[src/rtl/cordic_iter.sv]
// Iterative CORDIC engine: one micro-rotation per clock, rotation or vectoring mode,
// quadrant-folded to cover +/-pi, gain-compensated outputs with saturation.
//
// state | meaning
// IDLE  | waiting for start; operands captured when start is seen
// PRE   | quadrant fold so the remaining angle lies within CORDIC convergence
// ITER  | ITERATIONS micro-rotations, one per cycle
// SCALE | multiply x and y by the CORDIC gain compensation K
// DONE  | round/saturate into the output registers; done pulses next cycle
module cordic_iter #(
  parameter int WIDTH      = 16,
  parameter int ITERATIONS = 14,
  parameter int GUARD      = 2
) (
  input  logic                    clk,
  input  logic                    reset,
  input  logic                    start,
  input  logic                    mode,
  input  logic signed [WIDTH-1:0] xin,
  input  logic signed [WIDTH-1:0] yin,
  input  logic signed [WIDTH-1:0] zin,
  output logic                    busy,
  output logic                    done,
  output logic signed [WIDTH-1:0] xout,
  output logic signed [WIDTH-1:0] yout,
  output logic signed [WIDTH-1:0] zout
);

  localparam int IW  = WIDTH + GUARD + 2;
  localparam int ZW  = WIDTH + GUARD;
  localparam int CW  = $clog2(ITERATIONS);
  localparam int TN  = 2 ** CW;
  localparam int PW  = IW + 16;
  localparam int PSH = 15 + GUARD;
  localparam logic signed [PW-1:0] KS    = PW'(19898);
  localparam logic signed [PW-1:0] PHALF = PW'(1) <<< (PSH - 1);
  localparam logic signed [PW-1:0] SMAX  = (PW'(1) <<< (WIDTH - 1)) - PW'(1);
  localparam logic signed [PW-1:0] SMIN  = -SMAX - PW'(1);
  localparam logic [ZW-1:0]        ZHALF = ZW'((2 ** GUARD) / 2);
  localparam logic [127:0]         PI_Q60 = 128'h3243F6A8885A308D;

  typedef enum logic [2:0] {S_IDLE, S_PRE, S_ITER, S_SCALE, S_DONE} state_t;

  // atan(2^-i)/pi scaled to the internal angle width, via the arctan series in Q60
  function automatic logic [ZW-1:0] atan_val(input int i);
    logic [127:0] acc;
    logic [127:0] term;
    int sh;
    acc = '0;
    for (int k = 0; k < 32; k++) begin
      sh = i * (2 * k + 1);
      if (i > 0 && sh <= 60) begin
        term = (128'(1) << 60) >> sh;
        term = term / 128'(2 * k + 1);
        if (k % 2 == 0) acc = acc + term;
        else            acc = acc - term;
      end
    end
    if (i == 0) atan_val = ZW'(1) << (ZW - 3);
    else        atan_val = ZW'(((acc << (ZW - 1)) + (PI_Q60 >> 1)) / PI_Q60);
  endfunction

  function automatic logic signed [WIDTH-1:0] sat_round(input logic signed [PW-1:0] p);
    logic signed [PW-1:0] r;
    r = (p + PHALF) >>> PSH;
    if (r > SMAX)      r = SMAX;
    else if (r < SMIN) r = SMIN;
    return WIDTH'(r);
  endfunction

  logic [ZW-1:0] atan_tab [TN];
  for (genvar g = 0; g < TN; g++) begin : g_atan
    localparam logic [ZW-1:0] A = (g < ITERATIONS) ? atan_val(g) : '0;
    assign atan_tab[g] = A;
  end

  state_t               state, state_nxt;
  logic [CW-1:0]        iter;
  logic signed [IW-1:0] x_r, y_r, x_sh, y_sh;
  logic signed [ZW-1:0] z_r;
  logic signed [PW-1:0] px_r, py_r;
  logic                 mode_r, zero_r, d_pos, fold;

  always_ff @(posedge clk or negedge reset) begin
    if (!reset) state <= S_IDLE;
    else        state <= state_nxt;
  end

  always_comb begin
    state_nxt = state;
    case (state)
      S_IDLE:  if (start) state_nxt = S_PRE;
      S_PRE:   state_nxt = S_ITER;
      S_ITER:  if (iter == CW'(ITERATIONS - 1)) state_nxt = S_SCALE;
      S_SCALE: state_nxt = S_DONE;
      S_DONE:  state_nxt = S_IDLE;
      default: state_nxt = S_IDLE;
    endcase
  end

  assign busy = (state != S_IDLE);

  always_comb begin
    x_sh  = x_r >>> iter;
    y_sh  = y_r >>> iter;
    d_pos = mode_r ? y_r[IW-1] : ~z_r[ZW-1];
    fold  = mode_r ? x_r[IW-1] : (z_r[ZW-1] != z_r[ZW-2]);
  end

  always_ff @(posedge clk or negedge reset) begin
    if (!reset) begin
      iter   <= '0;
      x_r    <= '0;
      y_r    <= '0;
      z_r    <= '0;
      px_r   <= '0;
      py_r   <= '0;
      mode_r <= 1'b0;
      zero_r <= 1'b0;
      done   <= 1'b0;
      xout   <= '0;
      yout   <= '0;
      zout   <= '0;
    end else begin
      done <= (state == S_DONE);
      case (state)
        S_IDLE: if (start) begin
          iter   <= '0;
          x_r    <= IW'(xin) <<< GUARD;
          y_r    <= IW'(yin) <<< GUARD;
          z_r    <= ZW'(zin) <<< GUARD;
          mode_r <= mode;
          zero_r <= (xin == '0) && (yin == '0);
        end
        S_PRE: if (fold) begin
          x_r <= -x_r;
          y_r <= -y_r;
          z_r <= {~z_r[ZW-1], z_r[ZW-2:0]};
        end
        S_ITER: begin
          iter <= iter + CW'(1);
          // A zero vector has no angle; keep z so the result is just zin.
          if (d_pos) begin
            x_r <= x_r - y_sh;
            y_r <= y_r + x_sh;
            if (!(mode_r && zero_r)) z_r <= z_r - atan_tab[iter];
          end else begin
            x_r <= x_r + y_sh;
            y_r <= y_r - x_sh;
            if (!(mode_r && zero_r)) z_r <= z_r + atan_tab[iter];
          end
        end
        S_SCALE: begin
          iter <= '0;
          px_r <= PW'(x_r) * KS;
          py_r <= PW'(y_r) * KS;
        end
        S_DONE: begin
          xout <= sat_round(px_r);
          yout <= sat_round(py_r);
          zout <= WIDTH'((z_r + ZHALF) >> GUARD);
        end
        default: ;
      endcase
    end
  end

endmodule

[config.mk]
export PLATFORM = sky130hd
export DESIGN_NAME = cordic_iter
export DESIGN_NICKNAME = d
export VERILOG_FILES = /design/src/rtl/cordic_iter.sv
export SDC_FILE = /design/constraint.sdc
export NUM_CORES = 1
export LEC_CHECK = 0
export ABC_AREA = 1
export CAP_MARGIN = 20
export CORE_AREA = 2 2 224 226
export DETAILED_ROUTE_END_ITERATION = 10
export DIE_AREA = 0 0 226 228
export PLACE_DENSITY_LB_ADDON = 0.3
export SLEW_MARGIN = 20
export SYNTH_ARGS = -nofsm -noshare
export SYNTH_HDL_FRONTEND = slang
export SYNTH_SLANG_ARGS = --single-unit
[constraint.sdc]
create_clock -name clk -period 11.6 [get_ports clk]
set_input_delay 3.48 -clock clk [delete_from_list [all_inputs] [get_ports clk]]
set_output_delay 3.48 -clock clk [all_outputs]
set_load 0.02 [all_outputs]
==> impl_metrics.env <==
export IMPL_status="complete, no violations"
export IMPL_synthMuxAreaShare_pct=0
export IMPL_port_buffers=101
export IMPL_synth_top_cells_by_area="fa_1, ha_1, dfrtp_1"
export IMPL_ys_warnings_count=0
export IMPL_cts_num_sinks=156
export IMPL_period_minus_slack_ns=6.14
export IMPL_synth_commonest_cells="inv_1, nand2_1, ha_1"
export IMPL_routed_wl_um=76000
export IMPL_critPathMaxFanout=12
export IMPL_grt_first_pass_wirelength_um=121000
export IMPL_critPathArrivalTime_ns=6.57
export IMPL_dp_hpwl_um=61500
export IMPL_syn_to_final_growth_pct=8.42
export IMPL_synth_simple_area_share_pct=20.5
export IMPL_fp_row_count=82
export IMPL_ys_ff_latch=156
export IMPL_start_util_pct=54.4
export IMPL_min_path_type="reg2reg"
export IMPL_syn_nets=4285
export IMPL_synth_compound_area_share_pct=14.3
export IMPL_start_kind="flop"
export IMPL_crit_type="reg2reg"
export IMPL_io_pins=102
export IMPL_worst_slew_pin_slew_ns=0.999
export IMPL_synth_edf_count=0
export IMPL_grt_overflow=0
export IMPL_synthAdderAreaFrac_pct=35.1
export IMPL_synth_distinct_cells=62
export IMPL_gr_usage_all_layers_pct=29.8
export IMPL_cts_max_path_buffers=2
export IMPL_post_route_drc_count=0
export IMPL_syn_area_um2=26900
export IMPL_viasPerCell=5.58
export IMPL_nets=4341
export IMPL_hold_violations=0
export IMPL_holdWs_ns=0.482
export IMPL_cts_resized=0
export IMPL_end_kind="flop"
export IMPL_clkTransAtPathRegs_ns=0.08
export IMPL_drv_slew=0
export IMPL_fin_skew_ns=0.0201
export IMPL_synthXorXnorAreaFrac_pct=4.56
export IMPL_place_gp_congestion=0.972
export IMPL_core_area_um2=49300
export IMPL_critPathRequiredTime_ns=12.03
export IMPL_clock_latency_ns=0.50
export IMPL_syn_avg_cell_area_um2=7.40
export IMPL_seq_area_frac_synth_pct=14.5
export IMPL_synth_top_area_share_pct=18.4
export IMPL_synth_top_cell_by_area="fa_1"
export IMPL_postCtsHoldBufs=0
export IMPL_timing_setup_tns_ns=0
export IMPL_drt_first_pass_iters=7
export IMPL_drive_gt1_share_pct=3.33
export IMPL_rsz0062_at_grt="no"
export IMPL_async_reset_ff_share_pct=100
export IMPL_vias=24400
export IMPL_grt_max_degree=101
export IMPL_drv_cap=0
export IMPL_cts_tree="done"
export IMPL_period_share_pct=52.9
export IMPL_wl_per_cell_um=17.4
export IMPL_post_cts_buffers=0
export IMPL_cts_root_buf="clkbuf_16"
export IMPL_yosysMostFrequentCell="inv_1"
export IMPL_synthFlopType="dfrtp_1"
export IMPL_grt_pass1_vias=23100
export IMPL_dieHeight_um=228
export IMPL_ant_nets=0
export IMPL_initialDrtViolationCount=2266
export IMPL_syn_inst=3628
export IMPL_synth_top_family_by_area="adder cells"
export IMPL_h_tree_depth=4
export IMPL_setup_viol=0
export IMPL_cts_buffers=17
export IMPL_n_antenna_cell=0
export IMPL_die_x_um=226
export IMPL_antenna_found_initial=1
export IMPL_relSlewSlack_pct=33.0
export IMPL_fmax_mhz=163
export IMPL_die_area_um2=51500
==> kinds of logic (layout without fill, tap and decap cells) <==
logic type	Yosys count	count (layout)
and+or+nand+nor	1283	1283
buffers and inverters	776	844
AOI/OAI and AO/OA	668	668
adders and majority gates	605	605
DFF	156	156
xor gates and xnor gates	140	140
==> cells in the final DEF (no fill, tap or decap), types with 13 or more instances in the layout <==
cell type        instances
a21oi_1                252
a22oi_1                 15
a31oi_1                 25
a32oi_1                 13
buf_4                   17
clkbuf_16               17
clkdlybuf4s50_1        100
dfrtp_1                155
fa_1                   247
ha_1                   358
inv_1                  688
nand2_1                655
nand3_1                249
nand4_1                 28
nor2_1                 231
nor3_1                  38
nor4_1                  19
o211ai_1                19
o21ai_0                233
or2_2                   29
xnor2_1                 36
xor2_1                 104
==> area by class of cell <==
class                      count  area (um2)
clock buffer                  17         425
clock inverter                14         194
fill                        4665       20200
inverter                     695        2610
multi-input combinational   2696       20000
sequential                   156        3910
tap                          672         841
timing repair buffer         118        1140
==> final timing paths <==
path                            slack [ns]  cells past startpoint       end      from
worst max register to register        5.46                     26  py_r[28]    y_r[7]
worst min-delay path                  0.48                      2  zout[12]  zout[12]
worst max-delay path                  5.46                     26  py_r[28]    y_r[7]
min in group asynchronous             3.07                      1   yout[5]     reset
max in group asynchronous             7.04                      2   iter[0]     reset
worst min register to register        0.48                      2  zout[12]  zout[12]
==> registers in the layout, summed over array words and instances, names as in the netlist <==
register  count
zero_r        1
xout         16
py_r         20
px_r         20
iter          4
y_r          20
yout         16
x_r          20
zout         16
state         3
z_r          18
mode_r        1
done          1
==> critical path, cell delays in order (launching register included) <==
cell and delay [ns]:
dfrtp_1 0.68, inv_1 0.20, ha_1 0.44, xor2_1 0.20
ha_1 0.32, inv_1 0.07, fa_1 0.49, inv_1 0.05
fa_1 0.46, fa_1 0.54, inv_1 0.05, fa_1 0.53
inv_1 0.04, ha_1 0.30, nand2_1 0.09, nor2_1 0.13
nand3_1 0.09, nand2_1 0.17, inv_1 0.08, o21bai_1 0.26
inv_1 0.08, o21ai_0 0.38, nand2_1 0.09, nand2_1 0.08
or2_2 0.10, nand3_1 0.06, nand2_1 0.08
==> stage by stage <==
step                instance area, um2  setup WS, ns  cells  utilization (%)
floorplan                        26900          6.24   3628                -
global placement                 28500          5.62   4337             57.8
detailed placement               28500          5.46   4337             57.8
CTS                              29100          5.47   4368             59.0
global route                     29100          4.93   4368             59.0
finish                           29100          5.46   4368             59.0
==> per-layer routing <==
metal / GRT usage, % / routed length, um / up-vias
li1: - / - / 11900
met1: 41.8 / 33700 / 11500
met2: 46.7 / 34300 / 828
met3: 5.18 / 5670 / 134
met4: 9.31 / 2260 / 0
met5: 0 / 0 / -
Power is left out: the tool's default activity adds up to more than one toggle a clock period on the data nets, which glitch-free logic cannot reach.
